===== src/rtl/asyncio_writer.sv =====
// Stream-to-memory sink: drains one selected 32-bit valid/ready input into consecutive word writes.
// Optional build macro ASYNCIO_WRITER_BYTE_SWAP_EN stores each accepted word byte-reversed.
module asyncio_writer #(
  parameter int INPUT_ID_WIDTH   = 1,
  parameter int NO_OF_AXI_INPUTS = 1,
  parameter int ADDRESS_WIDTH    = 32,
  parameter int LENGTH_WIDTH     = 24
) (
  input  logic                           clk,
  input  logic                           rst,
  input  logic [LENGTH_WIDTH-1:0]        length,
  input  logic [ADDRESS_WIDTH-1:0]       address,
  input  logic [INPUT_ID_WIDTH-1:0]      input_id,
  input  logic [NO_OF_AXI_INPUTS-1:0]    axi_in_valid,
  input  logic [NO_OF_AXI_INPUTS*32-1:0] axi_in_data,
  output logic [NO_OF_AXI_INPUTS-1:0]    axi_in_ready,
  output logic [ADDRESS_WIDTH-1:0]       mem_address,
  output logic [31:0]                    mem_data,
  output logic                           mem_write,
  input  logic                           mem_ready,
  output logic                           busy,
  output logic                           done,
  output logic [LENGTH_WIDTH-1:0]        remaining
);

  typedef enum logic [1:0] {S_IDLE, S_RUN, S_DONE} state_t;

  state_t                      state_q, state_d;
  logic [LENGTH_WIDTH-1:0]     remaining_q, remaining_d;
  logic [LENGTH_WIDTH-1:0]     to_accept_q, to_accept_d;
  logic [ADDRESS_WIDTH-1:0]    addr_q, addr_d;
  logic [INPUT_ID_WIDTH-1:0]   id_q, id_d;
  logic [31:0]                 buf0_q, buf0_d;
  logic [31:0]                 buf1_q, buf1_d;
  logic [1:0]                  count_q, count_d;

  logic        start;
  logic        s_ready;
  logic        sel_valid;
  logic [31:0] sel_data;
  logic [31:0] in_word;
  logic        accept;
  logic        wr;

  function automatic logic [31:0] store_fmt(input logic [31:0] d);
`ifdef ASYNCIO_WRITER_BYTE_SWAP_EN
    return {d[7:0], d[15:8], d[23:16], d[31:24]};
`else
    return d;
`endif
  endfunction

  always_comb begin
    sel_valid = 1'b0;
    sel_data  = '0;
    for (int i = 0; i < NO_OF_AXI_INPUTS; i++) begin
      if (int'(id_q) == i) begin
        sel_valid = axi_in_valid[i];
        sel_data  = axi_in_data[i*32 +: 32];
      end
    end
  end

  assign start     = (length != '0);
  assign s_ready   = (state_q == S_RUN) && (count_q < 2'd2) && (to_accept_q != '0);
  assign accept    = s_ready && sel_valid;
  assign mem_write = (state_q == S_RUN) && (count_q != 2'd0);
  assign wr        = mem_write && mem_ready;
  assign in_word   = store_fmt(sel_data);

  always_comb begin
    axi_in_ready = '0;
    for (int i = 0; i < NO_OF_AXI_INPUTS; i++) begin
      axi_in_ready[i] = s_ready && (int'(id_q) == i);
    end
  end

  assign mem_address = addr_q;
  assign mem_data    = buf0_q;
  assign busy        = (state_q == S_RUN);
  assign done        = (state_q == S_DONE);
  assign remaining   = remaining_q;

  always_comb begin
    state_d     = state_q;
    remaining_d = remaining_q;
    to_accept_d = to_accept_q;
    addr_d      = addr_q;
    id_d        = id_q;
    buf0_d      = buf0_q;
    buf1_d      = buf1_q;
    count_d     = count_q;

    // A new request aborts whatever is in flight, including buffered words.
    if (start) begin
      state_d     = S_RUN;
      remaining_d = length;
      to_accept_d = length;
      addr_d      = address;
      id_d        = input_id;
      count_d     = 2'd0;
    end else begin
      case (state_q)
        S_IDLE: state_d = S_IDLE;
        S_RUN: begin
          if (wr && (remaining_q == LENGTH_WIDTH'(1))) state_d = S_DONE;
        end
        S_DONE: state_d = S_IDLE;
        default: state_d = S_IDLE;
      endcase

      if (accept) to_accept_d = to_accept_q - LENGTH_WIDTH'(1);
      if (wr) begin
        addr_d      = addr_q + ADDRESS_WIDTH'(4);
        remaining_d = remaining_q - LENGTH_WIDTH'(1);
      end

      case ({accept, wr})
        2'b10: begin
          if (count_q == 2'd0) buf0_d = in_word;
          else                 buf1_d = in_word;
          count_d = count_q + 2'd1;
        end
        2'b01: begin
          if (count_q == 2'd2) buf0_d = buf1_q;
          count_d = count_q - 2'd1;
        end
        // Ready is low at count 2, so a simultaneous pair only happens at count 1.
        2'b11: buf0_d = in_word;
        default: ;
      endcase
    end
  end

  always_ff @(posedge clk) begin
    if (rst) begin
      state_q     <= S_IDLE;
      remaining_q <= '0;
      to_accept_q <= '0;
      addr_q      <= '0;
      id_q        <= '0;
      buf0_q      <= '0;
      buf1_q      <= '0;
      count_q     <= 2'd0;
    end else begin
      state_q     <= state_d;
      remaining_q <= remaining_d;
      to_accept_q <= to_accept_d;
      addr_q      <= addr_d;
      id_q        <= id_d;
      buf0_q      <= buf0_d;
      buf1_q      <= buf1_d;
      count_q     <= count_d;
    end
  end

endmodule


===== config.mk =====
export PLATFORM = sky130hd
export DESIGN_NAME = asyncio_writer
export DESIGN_NICKNAME = d
export VERILOG_FILES = /design/src/rtl/asyncio_writer.sv
export SDC_FILE = /design/constraint.sdc
export NUM_CORES = 1
export LEC_CHECK = 0
export CORE_ASPECT_RATIO = 1.4
export CORE_MARGIN = 2
export CORE_UTILIZATION = 33
export DETAILED_ROUTE_END_ITERATION = 12
export PLACE_DENSITY_LB_ADDON = 0.1
export SLEW_MARGIN = 20
export SYNTH_ARGS = -nofsm -noshare
export SYNTH_HDL_FRONTEND = slang
export SYNTH_SLANG_ARGS = --single-unit
export TNS_END_PERCENT = 10

===== constraint.sdc =====
create_clock -name clk -period 3.15 [get_ports clk]
set_clock_uncertainty 0.1 [all_clocks]
set_input_delay 0.4725 -clock clk [delete_from_list [all_inputs] [get_ports clk]]
set_output_delay 0.4725 -clock clk [all_outputs]
set_load 0.05 [all_outputs]

After elaboration in Yosys (flattened, before gate mapping) --
Cells that the tools add are included.
Word-level totals: bits in registers 149, input port bits 93, output and inout port bits 92, word-level logic and storage cells 63
Operators by class: add/sub/neg operators 5, $lt $le $gt $ge 1, equal/unequal tests 10, muxes and demuxes 15, bitwise logic cells 4, reduce and logical (&&, ||, !) cells 19
Operators with widths (number):
- two-way mux 32 bit | 5
- two-way mux 24 bit | 4
- one-hot mux 32 bit (3 select lines) | 1
- nonzero test 24 bit | 2
- subtractor 24 x 1 -> 24 bit, second input constant | 2
- adder 32 x 3 -> 32 bit, second input constant | 1
- == test 24 x 1 -> 1 bit, second input constant | 1
- == test 2 bit, second input constant | 4
- nonzero test 2 bit | 4
- logical AND 1 bit | 7
- == test 2 x 1 -> 1 bit, second input constant | 2
- two-way mux 1 bit | 4
- inequality test 2 bit, second input constant | 2
- inverter 1 bit | 4
- one-hot mux 2 bit (2 select lines) | 1
- AND reduction 4 bit | 1
- inequality test 3 x 1 -> 1 bit, second input constant | 1
- AND reduction 3 bit | 1
- nonzero test 3 bit | 1
- OR reduction 3 bit | 1
- adder 2 x 1 -> 2 bit, second input constant | 1
- zero test 2 bit | 1
- less-than comparator 2 bit, second input constant | 1
- OR reduction 2 bit | 1
- subtractor 2 x 1 -> 2 bit, second input constant | 1

Longest topological paths before layout --
depth after elaboration 7, mapped depth 14, depth with buffers taken out 12

Worst setup path after synthesis --
Ideal clock, no wire load.
path type register -> register, start reg to_accept_q[0], end reg buf0_q[10] (netlist: mem_data[10]), setup time 0.086 ns, arrival 3.157 ns, data required time 2.964 ns, setup slack -0.193 ns, stages on the path, launching flop included 15, buffers on the path 2, period minus slack after synthesis 3.343 ns, cells stage by stage dfxtp_1 > inv_1 > ha_1 > or4b_1 > clkbuf_1 > nor3_4 > a21o_1 > inv_2 > ha_1 > mux2_2 > o22a_1 > nor4_4 > buf_2 > nor2_1 > a211oi_1
On the way: longest elaborated chain between the ends 6, elaborated cells on any way between the ends 11, classes of those cells eq/ne (5); mux (1); reduce/logical (5)
RTL lines:
- start, declared | line 30 | logic [LENGTH_WIDTH-1:0] to_accept_q, to_accept_d;
- start signal, assigned | line 148 | to_accept_q <= to_accept_d;
- nonzero test 24 bit (*) | line 65 | assign s_ready = (state_q == S_RUN) && (count_q < 2'd2) && (to_accept_q != '0);
- logical AND 1 bit (*) | line 65
- logical AND 1 bit (*) | line 66 | assign accept = s_ready && sel_valid;
- == test 2 x 1 -> 1 bit / == test 2 bit (equally long branches) | line 118 | case ({accept, wr})
- inequality test 2 bit (no source line) / nonzero test 3 bit (equally long branches)
- AND reduction 4 bit (no source line)
- end signal, assigned | line 151 | buf0_q <= buf0_d;
- end, declared | line 33 | logic [31:0] buf0_q, buf0_d;
Every way passes the cells marked *; elsewhere a longest branch is shown, timed or not. A chain may end at the register's enable or synchronous reset.

Worst setup path after layout --
start reg to_accept_q[8], end reg buf0_q[23] (netlist: mem_data[23])
Same word-level chain as after synthesis.

==> flow_summary_export.csv <==
group,metric,value,unit
status,outcome,"finished clean",
timing,max_freq,329,MHz
global_routing,grt_max_degree,69,
critical_path,critPathLaunchType,"flip-flop",
layout,final_util,47.5,%
synthesis,synth_top_family_by_area,"simple AND/OR/NAND/NOR gates",
synthesis,ys_top_cells_by_count,"149 x dfxtp_1, 92 x nor2_1, 76 x a21oi_1, 58 x a211oi_1, 50 x clkbuf_1",
timing,min_period_over_period,96.4,%
cts,clock_path_buffers,2,
place,gpl.final_weighted_congestion,0.836,
floorplan,design.die.area,24000,sq um
global_routing,global_route.overflow_total,0,
synthesis,ys_async_sr_fraction,0,%
critical_path,crit_arrival,3.20,ns
cts,htreeDepth,4,
global_routing,first_global_vias,7121,
synthesis,cell_with_the_most_instances_after_synthesis,"dfxtp_1",
run,max_cap_violations,0,
cts,path_clk_slew,0.06,ns
timing,drv_slew,0,
floorplan,initial_utilization,33.4,%
routing,detailedRoute.firstIterationViolations,230,
layout,multi_input_comb_area,4250,sq um
layout,antennaDiodeCount,0,
routing,route.vias.total,7279,
synthesis,synthDominantCellAreaShare,39.8,%
layout,layout.nets,1196,
routing,wire_length_after_detailed_routing,23900,microns
cts,clock_insertion_delay_worst_skew,0.42,ns
synthesis,cell_count_after_synthesis,895,
floorplan,die_width,131,microns
cts,clock-root-buffer,"clkbuf_16",
floorplan,core_region_area,22400,sq um
routing,final_antenna_net_count,0,
place,port_buffers,184,
synthesis,synth_fp_nets,995,
timing,report.final.setup_viol,0,
layout,syn2layout_area_growth,42.3,%
layout,fill_cells,2289,
global_routing,wire_length_of_the_first_global_routing_pass,38100,microns
synthesis,post_synth_num_cell_types,63,
synthesis,fraction_of_the_mapped_netlist_area_in_adder_cells,1.17,%
critical_path,worst-endpoint-required,3.31,ns
critical_path,path_max_fanout,16,
routing,post_drt_via_cell_ratio,5.16,
synthesis,synth_compound_area_share,17.9,%
cts,cts_buffers,17,
layout,ff_latch_area,2990,sq um
synthesis,ys_top_cells_by_area,"dfxtp_1 40%, a211oi_1 5.8%, a21oi_1 5.1%, nor2_1 4.6%, xnor2_1 4.1%",
routing,dr.pass1.iters,4,
power_and_ir_drop,total_leakage_power,3.55,nW
place,place_area,10000,sq um
synthesis,synth_simple_gate_area_share,30.8,%
synthesis,yosysTopAreaCell,"dfxtp_1",
synthesis,post_synth_mux_area_share,0.150,%
worst_hold_path,worst_hold_path_type,"reg2reg",
synthesis,synth.yosys.warnings,0,
timing,hold_viol,0,
floorplan,y_dimension_of_the_die,182,microns
synthesis,synth_edf_count,0,
synthesis,syn_area,7500,sq um
timing,setup_repair_after_global_routing_missed_its_margin,"no",
layout,layout-drive-gt1-share,11.5,%
synthesis,yosys.area_share.xor_xnor,5.84,%
critical_path,type_of_element_capturing_the_critical_path,"flip-flop",
synthesis,synth_sequential_area_ratio,39.8,%
routing,drc_errors,0,
timing,fin_crit,3.04,ns
cts,hold_buffers,0,
cts,clock_tree_from_tritoncts,"built",
timing,max_slew_margin,47.8,%
global_routing,initial_antenna_violation_count,0,
routing,routedWlPerCell,17.0,microns
timing,actual_slew_at_the_worst_max_slew_pin,0.783,ns
floorplan,rows,65,
power_and_ir_drop,power.ir.vdd_worst,333,uV
synthesis,post_synth.cell_area_avg,8.38,sq um
timing,worst_hold_slack,0.352,ns
power_and_ir_drop,power_per_cell_area,432,nW/um^2
global_routing,grt_use_total,19.6,%
layout,finish.instance_area,10700,sq um
synthesis,synth.ff_latch_count,149,
synthesis,main_synth_ff_type,"dfxtp_1",
floorplan,boundaryPins,185,
place,place.detailed.hpwl,16300,microns
critical_path,critical_path_class,"reg2reg",
cts,cts_num_sinks,149,
[state kept, by name (all words and copies together), names as in the netlist]
signal	flops
state_q	2
buf1_q	32
mem_address	32
remaining	24
count_q	2
mem_data	32
id_q	1
to_accept_q	24
[layer usage]
| layer | vias to the layer above | global-route usage (%) | wire length [microns] |
|---|---|---|---|
| li1 | 3683 | - | - |
| met1 | 3421 | 23.5 | 10500 |
| met2 | 156 | 35.0 | 12100 |
| met3 | 19 | 4.61 | 989 |
| met4 | 0 | 5.57 | 357 |
| met5 | - | 0 | 0 |
[what timing repair did]
item / CTS / global route
hold endpoints to repair: 0 / 0
pin swaps: 2 / 1
setup endpoints to repair: 32 / 33
gates cloned: 2 / 1
resized for setup: 0 / 4
setup buffers: 3 / 0
[power breakdown]
| part | switching [mW] | leakage [nW] | total [mW] | internal, mW |
|---|---|---|---|---|
| registers | 0.0639 | 1.22 | 2.01 | 1.94 |
| clock network | 0.881 | 0.244 | 1.94 | 1.06 |
| logic | 0.363 | 2.08 | 0.661 | 0.298 |
| total | 1.31 | 3.55 | 4.61 | 3.30 |
[path summary, 6_finish.rpt]
check | from | depth (start not counted) | end | slack, ns
hold reg to reg | mem_address[0]$_SDFFE_PP0P_ | 2 | mem_address[0]$_SDFFE_PP0P_ | 0.35
hold / removal | mem_address[0]$_SDFFE_PP0P_ | 2 | mem_address[0]$_SDFFE_PP0P_ | 0.35
setup / recovery | to_accept_q[8]$_SDFFE_PP0P_ | 11 | mem_data[23]$_SDFFE_PP0P_ | 0.11
setup reg to reg | to_accept_q[8]$_SDFFE_PP0P_ | 11 | mem_data[23]$_SDFFE_PP0P_ | 0.11
[stage by stage]
stage	TNS, ns	instances	total power, mW	worst slack [ns]
after global placement	-0.000640	1373	2.70	-0.000640
after global routing	0	1410	4.79	0.00162
after detailed placement	-0.685	1373	2.71	-0.0752
after CTS	0	1410	4.66	0.0433
after floorplan	-2.51	895	2.40	-0.0854
final	0	1410	4.61	0.114
[layout make-up]
cell class,instances,share of cell area (%)
multi-input combinational,665,39.9
sequential,149,28.0
tap,301,3.53
timing repair buffer,248,22.9
inverter,15,0.563
clock inverter,12,0.891
clock buffer,20,4.28
[critical path: stages, from the launching register on]
cell and delay [ns]:
dfxtp_1 0.31, or4_1 0.61, nor3_4 0.21, a21o_1 0.20
inv_2 0.07, ha_4 0.16, mux2_4 0.25, o22a_1 0.19
nor4_4 0.22, buf_6 0.17, bufbuf_16 0.30, a211oi_1 0.08
[logic make-up after synthesis]
logic type | after synthesis
xor gates and xnor gates | 50
adders and majority gates | 7
buffers and inverters | 81
AOI/OAI and AO/OA | 211
DFF | 149
muxes | 1
and+or+nand+nor | 396
[layout by cell type, fill, tap and decap left out, types with 12 or more instances in the layout]
cell type and instances:
a211oi_1 57, a21oi_1 76, buf_4 57, clkbuf_16 18, clkdlybuf4s50_1 182, dfxtp_1 146
nand2_1 49, nand2b_1 35, nand3_1 24, nand3b_1 33, nand4_1 21, nor2_1 91
nor3_1 20, nor3b_1 33, nor4_1 19, o21ai_0 12, o21ai_1 22, or3_1 19
xnor2_1 35, xor2_1 15
Note: power is estimated with default switching activity, not from simulation.
